===== config.mk =====
export PLATFORM = sky130hd
export DESIGN_NAME = codec_cfg_sequencer
export DESIGN_NICKNAME = d
export VERILOG_FILES = /design/src/rtl/codec_cfg_sequencer.sv
export SDC_FILE = /design/constraint.sdc
export NUM_CORES = 1
export LEC_CHECK = 0
export CELL_PAD_IN_SITES_DETAIL_PLACEMENT = 1
export CELL_PAD_IN_SITES_GLOBAL_PLACEMENT = 1
export CORE_ASPECT_RATIO = 0.75
export CORE_MARGIN = 2
export CORE_UTILIZATION = 35
export DETAILED_ROUTE_END_ITERATION = 16
export HOLD_SLACK_MARGIN = 0.1
export PLACE_DENSITY_LB_ADDON = 0.1
export SKIP_CTS_REPAIR_TIMING = 1
export SYNTH_ARGS = -nofsm -noshare
export SYNTH_HDL_FRONTEND = slang
export SYNTH_SLANG_ARGS = --single-unit
export TNS_END_PERCENT = 10

===== constraint.sdc =====
create_clock -name clk -period 6.3 [get_ports clk]
set_input_delay 1.26 -clock clk [delete_from_list [all_inputs] [get_ports clk]]
set_output_delay 1.26 -clock clk [all_outputs]
set_load 0.01 [all_outputs]

===== src/rtl/codec_cfg_sequencer.sv =====
// Audio codec configuration sequencer: writes the fixed register table through the
// I2C master with retry/timeout, then gates I2S streaming and services volume updates.
module codec_cfg_sequencer #(
  parameter int TIMEOUT_CYCLES = 65536,
  parameter int MAX_RETRIES    = 3,
  parameter bit AUTO_START     = 1'b1
) (
  input  logic        clk,
  input  logic        reset,
  input  logic        start,
  input  logic        i2c_busy,
  input  logic        i2c_done,
  input  logic        i2c_ack_ok,
  output logic        i2c_start,
  output logic [15:0] i2c_word,
  input  logic        vol_req,
  input  logic [6:0]  vol_value,
  output logic        vol_ack,
  output logic        stream_en,
  output logic        config_done,
  output logic        config_error,
  output logic [3:0]  cfg_index
);

  localparam int TW = (TIMEOUT_CYCLES > 1) ? $clog2(TIMEOUT_CYCLES) : 1;
  localparam int RW = (MAX_RETRIES > 0) ? $clog2(MAX_RETRIES + 1) : 1;
  localparam logic [TW-1:0] TIMER_LOAD  = TW'(TIMEOUT_CYCLES - 1);
  localparam logic [RW-1:0] RETRY_LIMIT = RW'(MAX_RETRIES);

  localparam logic [3:0] S_IDLE      = 4'd0;
  localparam logic [3:0] S_WAIT_FREE = 4'd1;
  localparam logic [3:0] S_ISSUE     = 4'd2;
  localparam logic [3:0] S_WAIT_DONE = 4'd3;
  localparam logic [3:0] S_NEXT      = 4'd4;
  localparam logic [3:0] S_RUN       = 4'd5;
  localparam logic [3:0] S_VOL_L     = 4'd6;
  localparam logic [3:0] S_VOL_R     = 4'd7;
  localparam logic [3:0] S_ERROR     = 4'd8;

  localparam logic [1:0] M_CFG   = 2'd0;
  localparam logic [1:0] M_LEFT  = 2'd1;
  localparam logic [1:0] M_RIGHT = 2'd2;

  logic [3:0]    state_reg, state_next;
  logic [3:0]    index_reg, index_next;
  logic [RW-1:0] retry_reg, retry_next;
  logic [1:0]    mode_reg, mode_next;
  logic [TW-1:0] timer_reg, timer_next;
  logic          configured_reg, configured_next;
  logic          error_reg, error_next;
  logic          go_reg;
  logic          pending_reg;
  logic [6:0]    pend_val_reg;
  logic [6:0]    vol_work_reg;
  logic          start_reg;
  logic [15:0]   word_reg;
  logic          ack_reg;

  logic          ack_pulse;
  logic          capture;
  logic          fail;
  logic [15:0]   table_word;
  logic [15:0]   word_sel;

  always_comb begin
    case (index_reg)
      4'd0:    table_word = 16'h1E00;
      4'd1:    table_word = 16'h0017;
      4'd2:    table_word = 16'h0217;
      4'd3:    table_word = 16'h047F;
      4'd4:    table_word = 16'h067F;
      4'd5:    table_word = 16'h0812;
      4'd6:    table_word = 16'h0A06;
      4'd7:    table_word = 16'h0C02;
      4'd8:    table_word = 16'h0E23;
      4'd9:    table_word = 16'h1001;
      default: table_word = 16'h1201;
    endcase
  end

  always_comb begin
    case (mode_reg)
      M_LEFT:  word_sel = {7'h02, 2'b01, vol_work_reg};
      M_RIGHT: word_sel = {7'h03, 2'b01, vol_work_reg};
      default: word_sel = table_word;
    endcase
  end

  // A done pulse in the expiry cycle wins over the timeout.
  assign fail = i2c_done ? !i2c_ack_ok : (timer_reg == '0);

  always_comb begin
    state_next      = state_reg;
    index_next      = index_reg;
    retry_next      = retry_reg;
    mode_next       = mode_reg;
    timer_next      = timer_reg;
    configured_next = configured_reg;
    error_next      = error_reg;
    ack_pulse       = 1'b0;
    capture         = 1'b0;

    case (state_reg)
      S_IDLE: begin
        if (go_reg) begin
          state_next = S_WAIT_FREE;
          index_next = '0;
          retry_next = '0;
          mode_next  = M_CFG;
        end
      end
      S_WAIT_FREE: begin
        if (!i2c_busy) state_next = S_ISSUE;
      end
      S_ISSUE: begin
        timer_next = TIMER_LOAD;
        state_next = S_WAIT_DONE;
      end
      S_WAIT_DONE: begin
        if (timer_reg != '0) timer_next = timer_reg - 1'b1;
        if (i2c_done && i2c_ack_ok) begin
          case (mode_reg)
            M_LEFT:  state_next = S_VOL_R;
            M_RIGHT: begin
              state_next = S_RUN;
              ack_pulse  = 1'b1;
            end
            default: state_next = S_NEXT;
          endcase
        end else if (fail) begin
          if (retry_reg < RETRY_LIMIT) begin
            retry_next = retry_reg + 1'b1;
            state_next = S_WAIT_FREE;
          end else begin
            state_next      = S_ERROR;
            error_next      = 1'b1;
            configured_next = 1'b0;
          end
        end
      end
      S_NEXT: begin
        retry_next = '0;
        if (index_reg == 4'd10) begin
          state_next      = S_RUN;
          configured_next = 1'b1;
        end else begin
          index_next = index_reg + 1'b1;
          state_next = S_WAIT_FREE;
        end
      end
      S_RUN: begin
        if (pending_reg) begin
          state_next = S_VOL_L;
          capture    = 1'b1;
        end
      end
      S_VOL_L: begin
        mode_next  = M_LEFT;
        retry_next = '0;
        state_next = S_WAIT_FREE;
      end
      S_VOL_R: begin
        mode_next  = M_RIGHT;
        retry_next = '0;
        state_next = S_WAIT_FREE;
      end
      default: state_next = S_ERROR;
    endcase

    // Restart waits for the bus to go idle, so any in-flight transfer drains first.
    if (start && state_reg != S_IDLE) begin
      state_next      = S_WAIT_FREE;
      index_next      = '0;
      retry_next      = '0;
      mode_next       = M_CFG;
      configured_next = 1'b0;
      error_next      = 1'b0;
      ack_pulse       = 1'b0;
      capture         = 1'b0;
    end
  end

  always_ff @(posedge clk) begin
    if (reset) begin
      state_reg      <= S_IDLE;
      index_reg      <= '0;
      retry_reg      <= '0;
      mode_reg       <= M_CFG;
      timer_reg      <= '0;
      configured_reg <= 1'b0;
      error_reg      <= 1'b0;
      go_reg         <= AUTO_START;
      pending_reg    <= 1'b0;
      pend_val_reg   <= '0;
      vol_work_reg   <= '0;
      start_reg      <= 1'b0;
      word_reg       <= 16'h1E00;
      ack_reg        <= 1'b0;
    end else begin
      state_reg      <= state_next;
      index_reg      <= index_next;
      retry_reg      <= retry_next;
      mode_reg       <= mode_next;
      timer_reg      <= timer_next;
      configured_reg <= configured_next;
      error_reg      <= error_next;
      go_reg         <= start && (state_reg == S_IDLE) && !go_reg;
      start_reg      <= (state_next == S_ISSUE);
      ack_reg        <= ack_pulse;
      if (state_next == S_ISSUE) word_reg <= word_sel;

      // A request arriving as VOL_L is entered stays queued for the next pair.
      if (start) begin
        pending_reg <= 1'b0;
      end else if (capture) begin
        vol_work_reg <= pend_val_reg;
        pending_reg  <= vol_req;
        if (vol_req) pend_val_reg <= vol_value;
      end else if (vol_req) begin
        pending_reg  <= 1'b1;
        pend_val_reg <= vol_value;
      end
    end
  end

  assign i2c_start    = start_reg;
  assign i2c_word     = word_reg;
  assign vol_ack      = ack_reg;
  assign stream_en    = configured_reg;
  assign config_done  = configured_reg;
  assign config_error = error_reg;
  assign cfg_index    = index_reg;

endmodule


==> flow_summary_export.csv, run 1 <==
group,metric,value,unit
synth,syn_area,3336,µm²
sta,setup_viol,0,
clock_tree,clockBufferDepth,2,
critical_path,crit_type,"input port to flop",
synth,synth_edf_count,0,
sta,holdWs,467.7,ps
placement,gp_congestion,0.8158,
critical_path,end_kind,"flop",
pwr,leakage,1.531,nW
placement,hpwl,6351,µm
clock_tree,clkTransAtPathRegs,60,ps
placement,post-place-ws,2525,ps
synth,yosysWarnings,0,
sta,finClkSkew,10.23,ps
placement,placed_area,3755,µm²
sta,slew_headroom,42.06,%
finish,multi_input_area,1770,µm²
hold_path,hold_end,"retry_reg[1]",
finish,final_common_cell,"dfxtp_1",
pwr,power_density,314.3,nW/µm²
synth,yosys.area.top_type_share,42.01,%
critical_path,path_cells,"clkdlybuf4s50_1 > buf_4 > inv_1 > o21ai_1 > nor2_1 > inv_1 > ha_1 > and2_1 > o21ai_0",
sta,slew_viol_final,0,
clock_tree,cts_tree,"built",
critical_path,path_buf_inv,4,
floorplanning,rows,30,
critical_path,regToRegStartpoint,"state_reg[0]",
routing,dr.pass1.iters,4,
grt,gr-usage-all-layers,18.37,%
routing,ant_nets,0,
pwr,p_seq_share,41.1,%
routing,routed_via_density,5.253,
finish,post-route-util,43.99,%
critical_path,reg2regPathDepth,8,
synth,synthArstFlopShare,0,%
synth,synthTopCellsByArea,"dfxtp_1 (42%), a21oi_1 (5.7%), nor2_1 (5.2%), mux2i_1 (4.5%), ha_1 (4.1%)",
clock_tree,clkLatencyLatePin,340,ps
critical_path,r2r_slack,3320,ps
synth,netlist_instances,377,
floorplanning,start_util,36.42,%
critical_path,path_delay_family,"buffers and inverters",
grt,grt_pass1_wl,14600,µm
pwr,power_frac_comb,22.0,%
placement,io_buffers,34,
sta,finalHoldViolations,0,
synth,synth_area_per_cell,8.848,µm²
routing,routed_wl,8834,µm
critical_path,slowest_stage,"clkdlybuf4s50_1",
clock_tree,cts-root-buf,"clkbuf_16",
pwr,p_sw,0.0003948,W
sta,worst_pin_slew,867.3,ps
finish,final_cell_mix,"dfxtp_1 (70), nor2_1 (46), a21oi_1 (38)",
pwr,p_int,0.0008714,W
pwr,ir_drop,136.5,µV
grt,grt_max_degree,46,
synth,synth_area_leader_cell,"dfxtp_1",
sta,min_period,3415,ps
grt,grt_pass1_vias,2799,
floorplanning,fp.dieW,116.7,µm
sta,finalSetupTns,0,ps
finish,layout-drive-gt1-share,6.829,%
grt,antenna_found_initial,0,
floorplanning,core,9159,µm²
synth,yosysSeqAreaShare,42.01,%
finish,syn_to_final_growth,20.78,%
synth,synth_cell_types,57,
outcome,status,"complete, no violations",
finish,design_area,4029,µm²
finish,largest_reg_flops,16,
sta,rsz0062_at_grt,"no",
critical_path,required,6480,ps
finish,seqCellArea,1401,µm²
routing,drt-initial-drc-count,105,
critical_path,worst_r2r_endpoint,"table_word[2]",
clock_tree,cts_sinks,70,
floorplanning,die_h,88.55,µm
synth,ys.flop_type,"dfxtp_1",
floorplanning,dieArea,10340,µm²
synth,ys_seq_elements,70,
grt,grt_overflow,0,
routing,wl_per_cell,16.42,µm
run,maxCapViolations,0,
pwr,swShare,31.18,%
sta,clock.fmax,292.8,MHz
critical_path,cp_common_cell,"inv_1",
critical_path,cp.arrival,3600,ps
sta,finalCritPeriodShare,54.20,%
hold_path,hold_path_class,"flop to flop",
critical_path,cp_max_fo,45,
critical_path,cp-start-kind,"input port",
finish,diodes,0,
floorplanning,ios,39,
pwr,pwr-share-clk,36.9,%
finish,nets,430,
routing,drc_errors,0,
routing,num_vias,2826,
clock_tree,htree_levels,3,
critical_path,cpPeakStageDelay,450,ps
clock_tree,cts_made_buffers,9,
finish,nFillCells,1098,
sta,fin_ws,2885,ps
hold_path,hold_depth,2,
hold_path,holdCritStartpoint,"retry_reg[1]",
[cell families after synthesis]
family	after synthesis	share of synthesized area, %
flip-flops	70	42.01
AO/OA/AOI/OAI	92	18.15
adder cells (fa/ha/maj)	11	4.126
AND/OR/NAND/NOR	135	22.43
buffers and inverters	40	5.251
XOR/XNOR	13	3.413
other	1	0.1124
multiplexers	15	4.501
[power by group through the flow]
stage          sequential, W  combinational [W]  clock [W]
2_1_floorplan       0.000519           0.000205          0
3_3_place_gp        0.000529           0.000274          0
3_5_place_dp        0.000529           0.000278          0
4_1_cts             0.000521           0.000281   0.000481
5_1_grt             0.000526           0.000312   0.000503
6_report            0.000521           0.000278   0.000467
[worst max-delay path by stage]
stage / from / endpoint / slack, ps / cells after the start
2_1_floorplan: reset / table_word[0] / 3660 / 8
3_3_place_gp: reset / table_word[0] / 2610 / 9
3_5_place_dp: reset / table_word[0] / 2520 / 9
4_1_cts: reset / table_word[0] / 2870 / 9
5_1_grt: reset / table_word[0] / 2580 / 9
6_report: reset / table_word[0] / 2890 / 9
[metal layers]
layer	global-route usage, %	routed length, µm	up-vias
met5	0	0	-
met4	3.850	72	0
met3	5.479	437	8
met2	26.06	3646	55
met1	27.42	4678	1360
li1	-	-	1403
[cell usage after synthesis, drive strengths merged, types with 2 or more instances]
library cell and instances:
nor2b 5, nand3 6, or4b 3, nand4 4, buf 10, nor4 6, a22oi 3, o21ai 15
o21a 2, inv 18, nand2b 2, a211oi 11, o31ai 4, ha 11, a21oi 38, xor2 5
dfxtp 70, nor2 47, or3 7, nor4bb 2, and2 2, a221oi 2, or4 5, o311ai 2
mux2i 15, xnor2 8, nor3b 8, a31oi 5, clkbuf 12, nand2 17, nor3 12, and3 5
[cell type report]
cell class,count,area share (%)
multi-input combinational,270,43.94
sequential,70,34.78
timing repair buffer,36,8.820
clock buffer,10,5.683
tap,128,3.975
inverter,18,1.677
clock inverter,6,1.118
[through the flow]
stage,instances,power (W)
floorplan,380,0.0007237
global placement,522,0.0008031
detailed placement,522,0.0008067
CTS,538,0.001282
global route,538,0.001341
finish,538,0.001266
[worst reg2reg max path, cell delays in order (launching register included)]
cell and delay [ps]:
dfxtp_1 480, nor4_1 670, a2bb2oi_1 350, xnor2_1 390
and3_1 280, inv_1 90, ha_1 230, and2_1 180
a211oi_1 200
No activity file was read; power rests on OpenSTA's default activity.
==> run 2: changes to the inputs <==
clock period = 3 ns   (was 6.3 ns; I/O delays follow)
==> run 2 against run 1 <==
Largest cell class unchanged. Clock skew is 2.3 ps lower. Combinational power is 120% higher. Critical path type is now flop to flop. Critical path depth is 1 lower. Global-route usage is 1.2 points higher. Cell count is 2.6% higher. Cell area is 4.1% higher. Largest power group is now the clock network. Clock-buffer cell count is 1 lower. Register-to-register slack worse by 3100 ps.
==> flow_summary_export.csv, run 2 (synthesized netlist as in run 1, its figures left out) <==
group,metric,value,unit
outcome,status,"complete, no violations",
finish,diodes,0,
routing,wirelength_met1,4923,µm
pwr,pwr-share-clk,40.5,%
routing,highest_layer,"met4",
pwr,p_int,0.002012,W
grt,antenna_found_initial,0,
pwr,power_frac_comb,21.4,%
sta,rsz0062_at_grt,"no",
floorplanning,ios,39,
clock_tree,cts_sinks,70,
clock_tree,clkLatencyLatePin,340,ps
sta,clock.fmax,362.4,MHz
grt,grt_pass1_wl,15130,µm
placement,hpwl,6770,µm
critical_path,cp.arrival,2960,ps
finish,nFillCells,1098,
routing,wl_met2,3908,µm
finish,final_cell_mix,"dfxtp_1 (70), nor2_1 (46), a21oi_1 (38)",
critical_path,end_kind,"flop",
pwr,power_density,679.8,nW/µm²
routing,drt-initial-drc-count,123,
floorplanning,fp.dieW,116.7,µm
grt,grt_max_degree,44,
sta,worst_pin_slew,605.8,ps
pwr,swShare,29.41,%
routing,routed_via_density,5.201,
sta,min_period,2760,ps
finish,post-route-util,45.78,%
critical_path,path_cells,"inv_1 > ha_1 > or4b_1 > nor4_4 > a21oi_1 > nand4bb_2 > a2111oi_2 > o21ai_0",
critical_path,cp-start-kind,"flop",
floorplanning,core,9159,µm²
sta,slew_headroom,59.49,%
sta,fin_ws,240.5,ps
floorplanning,rows,30,
routing,dr.pass1.iters,6,
floorplanning,dieArea,10340,µm²
sta,finalSetupTns,0,ps
placement,gp_congestion,0.8896,
placement,placed_area,3860,µm²
hold_path,hold_path_class,"flop to flop",
routing,drc_errors,0,
critical_path,slowest_stage,"or4b_1",
run,maxCapViolations,0,
sta,finalHoldViolations,0,
critical_path,crit_type,"flop to flop",
critical_path,cpPeakStageDelay,540,ps
finish,largest_reg_flops,16,
sta,slew_viol_final,0,
pwr,ir_drop,312.5,µV
clock_tree,cts_made_buffers,9,
routing,met3_length,417,µm
finish,syn_to_final_growth,25.69,%
finish,final_common_cell,"dfxtp_1",
routing,num_vias,2871,
grt,grt_overflow,0,
critical_path,regToRegStartpoint,"timer_reg[0]",
finish,layout-drive-gt1-share,10.61,%
clock_tree,clkTransAtPathRegs,60,ps
pwr,leakage,1.625,nW
finish,seqCellArea,1401,µm²
pwr,p_seq_share,38.1,%
critical_path,required,3210,ps
floorplanning,start_util,36.42,%
sta,finClkSkew,7.919,ps
finish,nets,444,
clock_tree,htree_levels,3,
placement,io_buffers,34,
grt,gr-usage-all-layers,19.52,%
finish,multi_input_area,1782,µm²
placement,post-place-ws,66.81,ps
hold_path,holdCritStartpoint,"retry_reg[1]",
critical_path,cp_max_fo,8,
clock_tree,cts_tree,"built",
sta,finalCritPeriodShare,91.98,%
finish,design_area,4193,µm²
clock_tree,clockBufferDepth,2,
sta,setup_viol,0,
pwr,p_sw,0.0008381,W
clock_tree,cts-root-buf,"clkbuf_16",
routing,wl_per_cell,16.92,µm
grt,grt_pass1_vias,2869,
floorplanning,die_h,88.55,µm
routing,ant_nets,0,
routing,routed_wl,9340,µm
critical_path,cp-startpoint,"timer_reg[0]",
-- run 2: cell type report --
| cell class | count | area share (%) |
|---|---|---|
| tap | 128 | 3.820 |
| clock buffer | 9 | 5.372 |
| sequential | 70 | 33.42 |
| multi-input combinational | 270 | 42.49 |
| inverter | 18 | 1.611 |
| timing repair buffer | 50 | 10.98 |
| clock inverter | 7 | 2.298 |
-- run 2: final timing paths --
kind / end / slack (ps) / cells past startpoint
setup / recovery: i2c_word[9] / 240 / 8
hold / removal: retry_reg[1] / 460 / 2
setup reg to reg: i2c_word[9] / 240 / 8
hold reg to reg: retry_reg[1] / 460 / 2
-- run 2: power groups by stage --
stage	clock [W]	combinational (W)	sequential, W
floorplan	0	0.000431	0.00109
global placement	0	0.000591	0.00110
detailed placement	0	0.000601	0.00110
CTS	0.00119	0.000608	0.00108
global route	0.00122	0.000673	0.00110
finish	0.00116	0.000610	0.00108
-- run 2: critical path: cells and delay by family, from the launching register on --
family / cells / cell delay (ps)
flip-flops: 1 / 340
AO/OA/AOI/OAI: 3 / 750
buffers and inverters: 1 / 90
AND/OR/NAND/NOR: 3 / 1310
adder cells (fa/ha/maj): 1 / 140
-- run 2: routing by layer --
metal / track usage [%] / vias up
li1: - / 1434
met1: 28.16 / 1377
met2: 28.64 / 52
met3: 5.137 / 8
met4: 5.775 / 0
met5: 0 / -
-- run 2: metrics by stage --
step / power (W) / std cells / hold slack, ps
final: 0.002850 / 552 / 464.1
after global routing: 0.002989 / 552 / 496.1
after CTS: 0.002880 / 552 / 468.8
after detailed placement: 0.001705 / 536 / 461.6
after global placement: 0.001691 / 536 / 448.6
after floorplan: 0.001520 / 380 / 435.6
==> run 3: changes to the inputs <==
CORE_ASPECT_RATIO = unset   (was 0.75)
CORE_MARGIN = unset   (was 2)
==> run 3 against run 2 <==
First-iteration DRC count shrank 44%. Non-clock buffer count grew 1. Clock skew grew 1.9 ps. Flip-flop and latch count is the same. Total power shrank 16%. Wire length shrank 7.2%. Hold slack gained 6.7 ps. Die area shrank 4.0%. Utilization shrank 1.9 points. Sequential power is essentially flat. Clock-buffer cell count grew 1. Cell area shrank 3.2%. Critical path type unchanged. Largest power group is now registers. Highest routed layer unchanged.
==> flow_summary_export.csv, run 3 (synthesized netlist as in run 1, its figures left out) <==
group,metric,value,unit
routing,drt-initial-drc-count,69,
finish,design_area,4058,µm²
pwr,pwr-share-clk,29.8,%
routing,routed_via_density,5.141,
pwr,finalPower,0.002391,W
placement,io_buffers,34,
pwr,power_density,589.3,nW/µm²
sta,min_period,2684,ps
clock_tree,clkLatencyLatePin,340,ps
finish,diodes,0,
sta,clock.fmax,372.6,MHz
finish,final_common_cell,"dfxtp_1",
grt,grt_pass1_vias,2901,
critical_path,cp.arrival,2910,ps
finish,syn_to_final_growth,21.64,%
grt,gr-usage-all-layers,18.68,%
routing,routed_wl,8667,µm
routing,dr.pass1.iters,4,
floorplanning,fp.dieW,99.63,µm
clock_tree,cts_tree,"built",
sta,slew_viol_final,0,
hold_path,hold_path_class,"flop to flop",
placement,hpwl,6414,µm
clock_tree,clkTransAtPathRegs,80,ps
finish,layout-drive-gt1-share,10.59,%
grt,grt_max_degree,39,
floorplanning,ios,39,
sta,finClkSkew,9.774,ps
pwr,p_seq_share,45.5,%
critical_path,cp-start-kind,"flop",
critical_path,required,3230,ps
sta,finalCritPeriodShare,89.47,%
sta,rsz0062_at_grt,"no",
sta,finalSetupTns,0,ps
finish,final_cell_mix,"dfxtp_1 (70), nor2_1 (46), a21oi_1 (38)",
critical_path,cp-startpoint,"timer_reg[0]",
critical_path,regToRegStartpoint,"timer_reg[0]",
floorplanning,rows,35,
floorplanning,dieArea,9925,µm²
critical_path,end_kind,"flop",
routing,ant_nets,0,
clock_tree,cts-root-buf,"clkbuf_8",
grt,grt_overflow,0,
finish,nets,445,
critical_path,crit_type,"flop to flop",
sta,holdWs,470.8,ps
clock_tree,htree_levels,3,
routing,wl_per_cell,15.64,µm
finish,largest_reg_flops,16,
pwr,ir_drop,217.5,µV
sta,slew_headroom,57.77,%
pwr,p_int,0.001608,W
pwr,leakage,1.557,nW
sta,setup_viol,0,
run,maxCapViolations,0,
routing,drc_errors,0,
pwr,p_sw,0.0007830,W
floorplanning,start_util,36.10,%
placement,placed_area,3869,µm²
pwr,swShare,32.74,%
clock_tree,cts_made_buffers,9,
outcome,status,"complete, no violations",
grt,grt_pass1_wl,14460,µm
floorplanning,die_h,99.63,µm
routing,num_vias,2848,
sta,worst_pin_slew,631.5,ps
hold_path,holdCritStartpoint,"retry_reg[1]",
clock_tree,cts_sinks,70,
finish,post-route-util,43.91,%
floorplanning,core,9240,µm²
clock_tree,clockBufferDepth,2,
grt,antenna_found_initial,0,
critical_path,cp_max_fo,8,
sta,finalHoldViolations,0,
placement,gp_congestion,0.8432,
pwr,power_frac_comb,24.7,%
==> run 3: worst paths after layout <==
| check | end | slack (ps) | depth (start not counted) |
|---|---|---|---|
| max | i2c_word[9] | 320 | 8 |
| min | retry_reg[1] | 470 | 2 |
| max reg2reg | i2c_word[9] | 320 | 8 |
| min reg2reg | retry_reg[1] | 470 | 2 |
==> run 3: power by group through the flow <==
stage               registers (W)  clock network (W)  logic (W)
finish                    0.00109           0.000712   0.000591
global placement          0.00111                  0   0.000586
CTS                       0.00109           0.000747   0.000597
floorplan                 0.00109                  0   0.000431
global route              0.00110           0.000781   0.000659
detailed placement        0.00111                  0   0.000595
==> run 3: area by class of cell <==
cell class,instances,area (µm²)
fillers,1089,5182
multi-input cells,270,1775
flip-flops and latches,70,1401
repair buffers,51,467.9
well taps,129,161.4
clock buffers,10,137.6
inverters,18,67.56
clock inverters,6,46.29
==> run 3: per-stage QoR <==
step / std cells / setup slack [ps]
floorplan: 380 / 630.2
global placement: 538 / 294.3
detailed placement: 538 / 191.3
CTS: 554 / 222.0
global route: 554 / 33.88
finish: 554 / 316.0
==> run 3: critical path, stage by stage, from the launching register on <==
cell       delay [ps]
dfxtp_1           350
inv_1              90
ha_1              130
or4b_1            530
nor4_4            340
a21oi_1           190
nand4bb_2         400
a2111oi_0         410
o21ai_0           120
==> run 3: routing by layer <==
layer,track usage (%),up-vias,share of wire (%)
li1,-,1426,-
met1,23.40,1384,47
met2,32.48,30,49
met3,2.600,8,2.2
met4,7.127,0,1.2
met5,0,-,0
